<file path="src/rtl/reg_file_pkg.sv">
// Shared core constants for the integer register file.
// Width parameters of reg_file default to these values.
package reg_file_pkg;

  localparam int XLEN       = 32;
  localparam int REG_ADDR_W = 5;
  localparam int NUM_REGS   = 32;
  localparam logic [REG_ADDR_W-1:0] REG_ZERO = 5'd0;

endpackage : reg_file_pkg

</file>
<file path="src/rtl/reg_file.sv">
// 32 x 32 integer register file: two combinational read ports, one
// synchronous write port, x0 hardwired to zero, synchronous reset.
module reg_file
  import reg_file_pkg::*;
#(
  parameter int DWIDTH = XLEN,
  parameter int AWIDTH = REG_ADDR_W
) (
  input  logic              clk,
  input  logic              rst,
  input  logic              we,
  input  logic [AWIDTH-1:0] ra1,
  input  logic [AWIDTH-1:0] ra2,
  input  logic [AWIDTH-1:0] wa,
  input  logic [DWIDTH-1:0] wd,
  output logic [DWIDTH-1:0] rd1,
  output logic [DWIDTH-1:0] rd2
);

  localparam int NREGS = 2 ** AWIDTH;
  localparam logic [AWIDTH-1:0] ZERO_ADDR = AWIDTH'(REG_ZERO);

  // No storage for x0; entries start at index 1.
  logic [DWIDTH-1:0] regs [1:NREGS-1];

  // Reset wins over a simultaneous write; writes to x0 are dropped.
  always_ff @(posedge clk) begin
    if (rst) begin
      for (int i = 1; i < NREGS; i++) begin
        regs[i] <= '0;
      end
    end else if (we && (wa != ZERO_ADDR)) begin
      regs[wa] <= wd;
    end
  end

  // No write-to-read bypass: same-cycle reads see the pre-edge value.
  always_comb begin
    rd1 = '0;
    if (ra1 != ZERO_ADDR) begin
      rd1 = regs[ra1];
    end
  end

  always_comb begin
    rd2 = '0;
    if (ra2 != ZERO_ADDR) begin
      rd2 = regs[ra2];
    end
  end

endmodule : reg_file

</file>
<file path="config.mk">
export PLATFORM = sky130hd
export DESIGN_NAME = reg_file
export DESIGN_NICKNAME = d
export VERILOG_FILES = /design/src/rtl/reg_file_pkg.sv /design/src/rtl/reg_file.sv
export SDC_FILE = /design/constraint.sdc
export NUM_CORES = 2
export LEC_CHECK = 0
export CAP_MARGIN = 20
export CORE_MARGIN = 2
export CORE_UTILIZATION = 45
export CTS_CLUSTER_SIZE = 16
export DETAILED_ROUTE_END_ITERATION = 7
export PLACE_DENSITY = 0.6
export SYNTH_ARGS = -nofsm -noshare
export SYNTH_HDL_FRONTEND = slang
export SYNTH_SLANG_ARGS = --single-unit
</file>
<file path="constraint.sdc">
create_clock -name clk -period 6.8 [get_ports clk]
set_input_delay 1.02 -clock clk [delete_from_list [all_inputs] [get_ports clk]]
set_output_delay 1.02 -clock clk [all_outputs]
set_load 0.02 [all_outputs]
</file>
* Word level (Yosys, flattened, before mapping) *
Memory sizes are Yosys's and may differ from the RTL's.
Cells that the tools add are included.

word-level totals
  memory bits (read-only) = 0
  RAM bits = 992
  output and inout port bits = 64
  logic and storage cells = 16
  memories = 1
  register bits = 0
  bits of input ports = 50
  latch bits = 0

cells by class
  bitwise operators = 0
  multiply operators = 0
  eq/ne operators = 0
  shift operators = 0
  multiplexer cells = 10
  divide/modulo/power cells = 0
  reductions and logical operators = 5
  add/sub/neg operators = 0
  magnitude comparators = 0

memories
  memory  words  width  rd ports  clocked after Yosys merged registers in  wr ports  RTL line        RTL
  regs    31     32     2         0                                        31        reg_file.sv:24  logic [DWIDTH-1:0] regs [1:NREGS-1];

operators by type and width
  operator             number
  32-bit two-way mux   3
  32-bit OR reduction  1
  5-bit nonzero test   3
  1-bit two-way mux    6
  5-bit two-way mux    1
  1-bit logical AND    1

* Logic depth before layout (Yosys ltp) *
  depth in word-level cells = 7
  gate-level depth with buffers = 9
  depth with buffers taken out = 4

* Least setup slack after synthesis *
Ideal clock, no wire load.

  path kind = in2out
  start point = input ra1[0]
  end point = output rd1[30]
  data arrival time = 3.011 ns
  path buffers = 3
  slack = 2.769 ns
  cell stages on the path = 6
  path through = buf_2 -> buf_6 -> buf_4 -> mux4_2 -> mux2i_1 -> a2111oi_0

between the ends
  longest elaborated chain between the ends = 2
  elaborated cells on any way between the ends = 3
  classes of those cells = mux: 1; reduce/logical: 1; memory: 1

RTL lines
  element                                                               RTL line        RTL
  start, declared                                                       reg_file.sv:12  input logic [AWIDTH-1:0] ra1,
  memory read 31 x 32 bit / 5-bit nonzero test (equally long branches)  n/a
  32-bit two-way mux *                                                  reg_file.sv:40  if (ra1 != ZERO_ADDR) begin
  end, declared                                                         reg_file.sv:16  output logic [DWIDTH-1:0] rd1,

Mark *: on every way between the ends. The rest lies on a longest branch, timed or not.

* Worst setup path in the final report *
  start point = input ra1[3]
  end point = output rd1[19]

Same word-level chain as after synthesis.

==> summary.md <==
| Metric | Value |
|---|---|
| Worst Hold Launch | `wd[14]` |
| Routability cong. | `around 0.93` |
| Dpl hpwl | `118.3 mm` |
| Die area | `123300 um2` |
| Detailed-router iteration count before antenna repair | `8` |
| Fin crit share | `84.80%` |
| Root buffer cell | `clkbuf_16` |
| Peak supply drop | `between 0.0002 and 0.00025 V` |
| Number of flops mapped to enable cells by yosys | `1024` |
| Worst Tran Pin Value | `1.206 ns` |
| Port bufs | `around 110` |
| CTS Sinks | `1024` |
| Number of global-route vias before repair | `34988` |
| Critical path startpoint category | `primary input` |
| Worst path cell trace | `clkdlybuf4s50_1, buf_4, nand3b_1, buf_4, o22ai_1, a2111oi_1, nor3_1, clkdlybuf4s50_1` |
| Biggest regs | `regs (1024)` |
| Post-Syn Area per Cell | `15.49 um2` |
| Cells after synthesis | `3500` |
| Post-synth ARST share | `0%` |
| Worst EP arrival | `4.75 ns` |
| Crit end category | `output port` |
| Main flop type after synthesis | `edfxtp_1` |
| Synthesized area | `54230 um2` |
| TritonCTS clock tree | `yes` |
| First-pass GRT wire length | `261.1 mm` |
| CP startpoint | `ra1[3]` |
| Setup_tns | `0 ns` |
| Tot GR Track Use | `30.26%` |
| Cell taking the most area after synthesis | `edfxtp_1` |
| Final Hold Violating Endpoints | `0` |
| Clock slew at reported path FFs | `0.06 ns` |
| Crit Path Max Fanout | `9` |
| Ranking of synthesized cells by area | `edfxtp_1, mux4_2, and2_1` |
| Adder-cell share of the synthesized area | `0%` |
| Die width | `351.1 um` |
| Largest family of logic cells by synthesized area | `multiplexers` |
| Synth Area in Compound Gates | `roughly 3.7%` |
| Initial antenna violation count | `17` |
| # IOs | `~110` |
| Detailed Route Iter0 Violations | `4861` |
| DRC | `0` |
| Fin. max-slew vios | `0` |
| Simple-gate share of the synthesized area | `13.33%` |
| Power per cell area | `258.1 nW/um2` |
| Cts repair resizes | `0` |
| Worst Path Required | `between 5 and 6 ns` |
| Final setup viols | `0` |
| Max clock buf depth | `3` |
| Max stage delay on crit path | `slightly below 0.8 ns` |
| H-tree depth | `3` |
| Post-Route WL | `~190 mm` |
| #FFs+latches synth | `1024` |
| Post-CTS setup buffer count | `0` |
| Worst path slowest cell | `nor3_1` |
| Static leakage | `about 21 nW` |
| Die Ht | `351.1 um` |
| Core outline area | `119700 um2` |
| Hold_buf cts | `0` |
| Post-synthesis sequential area ratio | `a little under three fifths` |
| Hold path depth | `2` |
| Peak Freq | `173.4 MHz` |
| Max cap viols | `0` |
| Library cells used by synthesis | `between 40 and 50` |
| P&R area growth vs syn | `13.10%` |
| Warnings from Yosys | `0` |
| Worst Path Class, Setup | `primary input to output port` |
| Biggest register | `regs` |
| Largest net degree at the start of global routing | `slightly above 60` |
| Total Power | `15.83 mW` |
| Routed Antenna Nets | `0` |
| DR vias | `roughly 34000` |
| # rows | `127` |
| Worst hold path class | `primary input to register` |
| Status | `complete, no violations` |
| Xor and xnor area share after synthesis | `0%` |
| Via/cell ratio | `6.478` |
| Max FFs per register | `1024` |
| RSZ-0062 raised after global routing | `false` |
| Routed wire per std cell | `35.52 um` |
| Synth top area share | `56.71%` |
| Proportion of synthesized area in mux cells | `23.00%` |
| Rel. slew slack | `19.57%` |
| Starting Density | `45.32%` |
| Fraction of layout cells with a size suffix above 1 | `24.91%` |
| Total grt overflow | `0` |
| Crit path time final | `5.766 ns` |
| Nets | `3579` |
| Num CTS Buffers | `113` |
==> Yosys cell counts, drive strengths merged (7+ instances only) <==
library cell,number
nor2,36
o22ai,103
or2,33
nor3,54
a22oi,16
a21oi,12
nand2,8
and2,995
a2111oi,55
mux2,30
buf,120
clkbuf,264
edfxtp,1024
mux4,472
nor2b,14
mux2i,150
a211oi,7
a22o,51
==> stage by stage <==
stage	hold WS, ns	worst slack (ns)	std cells	instance area, um2	util (%)
floorplan	1.119	2.769	3531	54340	-
global placement	2.334	1.327	5009	57200	47.80
detailed placement	2.005	1.246	5012	57270	47.86
CTS	1.261	1.244	5223	61040	51.01
global route	1.077	1.086	5238	61320	51.25
finish	1.089	1.034	5242	61330	51.26
==> layer usage <==
layer,global-route usage [%],wire length [um],up-vias
li1,-,-,13638
met4,16.33,11700,18
met5,0,124,-
met3,5.933,16240,447
met2,48.82,89070,2031
met1,38.79,69070,17823
==> layout make-up <==
| type | instances | area (um2) |
|---|---|---|
| diodes | 5 | 12.51 |
| clock buffers | 140 | 3057 |
| clock inverters | 71 | 715.7 |
| fillers | 9715 | 58320 |
| inverters | 2 | 7.507 |
| multi-input cells | 2121 | 21990 |
| flip-flops and latches | 1024 | 30750 |
| well taps | 1612 | 2017 |
| repair buffers | 267 | 2778 |
==> power breakdown <==
part	leakage [nW]	total, mW	internal, mW	switching, mW
Combinational	9.34	2.04	0.855	1.19
Clock	1.83	6.30	3.70	2.60
Sequential	9.75	7.49	7.30	0.189
Total	20.9	15.8	11.9	3.97
==> cells in the final DEF (no fill, tap or decap), types with 8 or more instances in the layout <==
cell type | Yosys | final
a22oi_1 | 16 | 16
clkinv_2 | 0 | 20
nor3_1 | 54 | 54
mux2_2 | 30 | 30
clkbuf_1 | 264 | 21
conb_1 | 1 | 32
edfxtp_1 | 1024 | 1024
buf_12 | 0 | 21
nor2b_1 | 14 | 12
a2111oi_0 | 14 | 14
a2111oi_1 | 41 | 41
or2_2 | 31 | 32
clkdlybuf4s50_1 | 0 | 105
o22ai_1 | 103 | 103
nor2_2 | 0 | 15
mux4_2 | 472 | 472
mux2i_1 | 150 | 150
buf_4 | 37 | 117
a21oi_1 | 12 | 12
nor2_4 | 0 | 17
buf_8 | 0 | 9
and2_1 | 995 | 994
bufinv_16 | 0 | 14
clkinv_1 | 0 | 24
a22o_1 | 51 | 51
clkbuf_16 | 0 | 123
nand2_1 | 8 | 8
==> worst paths after layout <==
path / endpoint
min: regs[24][14]
max: rd1[19]
==> worst max-delay path: cells and delay by family <==
kind            cells  cell delay (ns)
buf+inv             4             2.13
simple gates        2             1.36
compound gates      2             0.21
==> cells by family after synthesis <==
| kind of cell | Yosys count |
|---|---|
| AOI/OAI and AO/OA | 259 |
| other | 1 |
| and+or+nand+nor | 1178 |
| muxes | 652 |
| DFF | 1024 |
| buffers and inverters | 386 |
(Power assumes the default switching activity.)
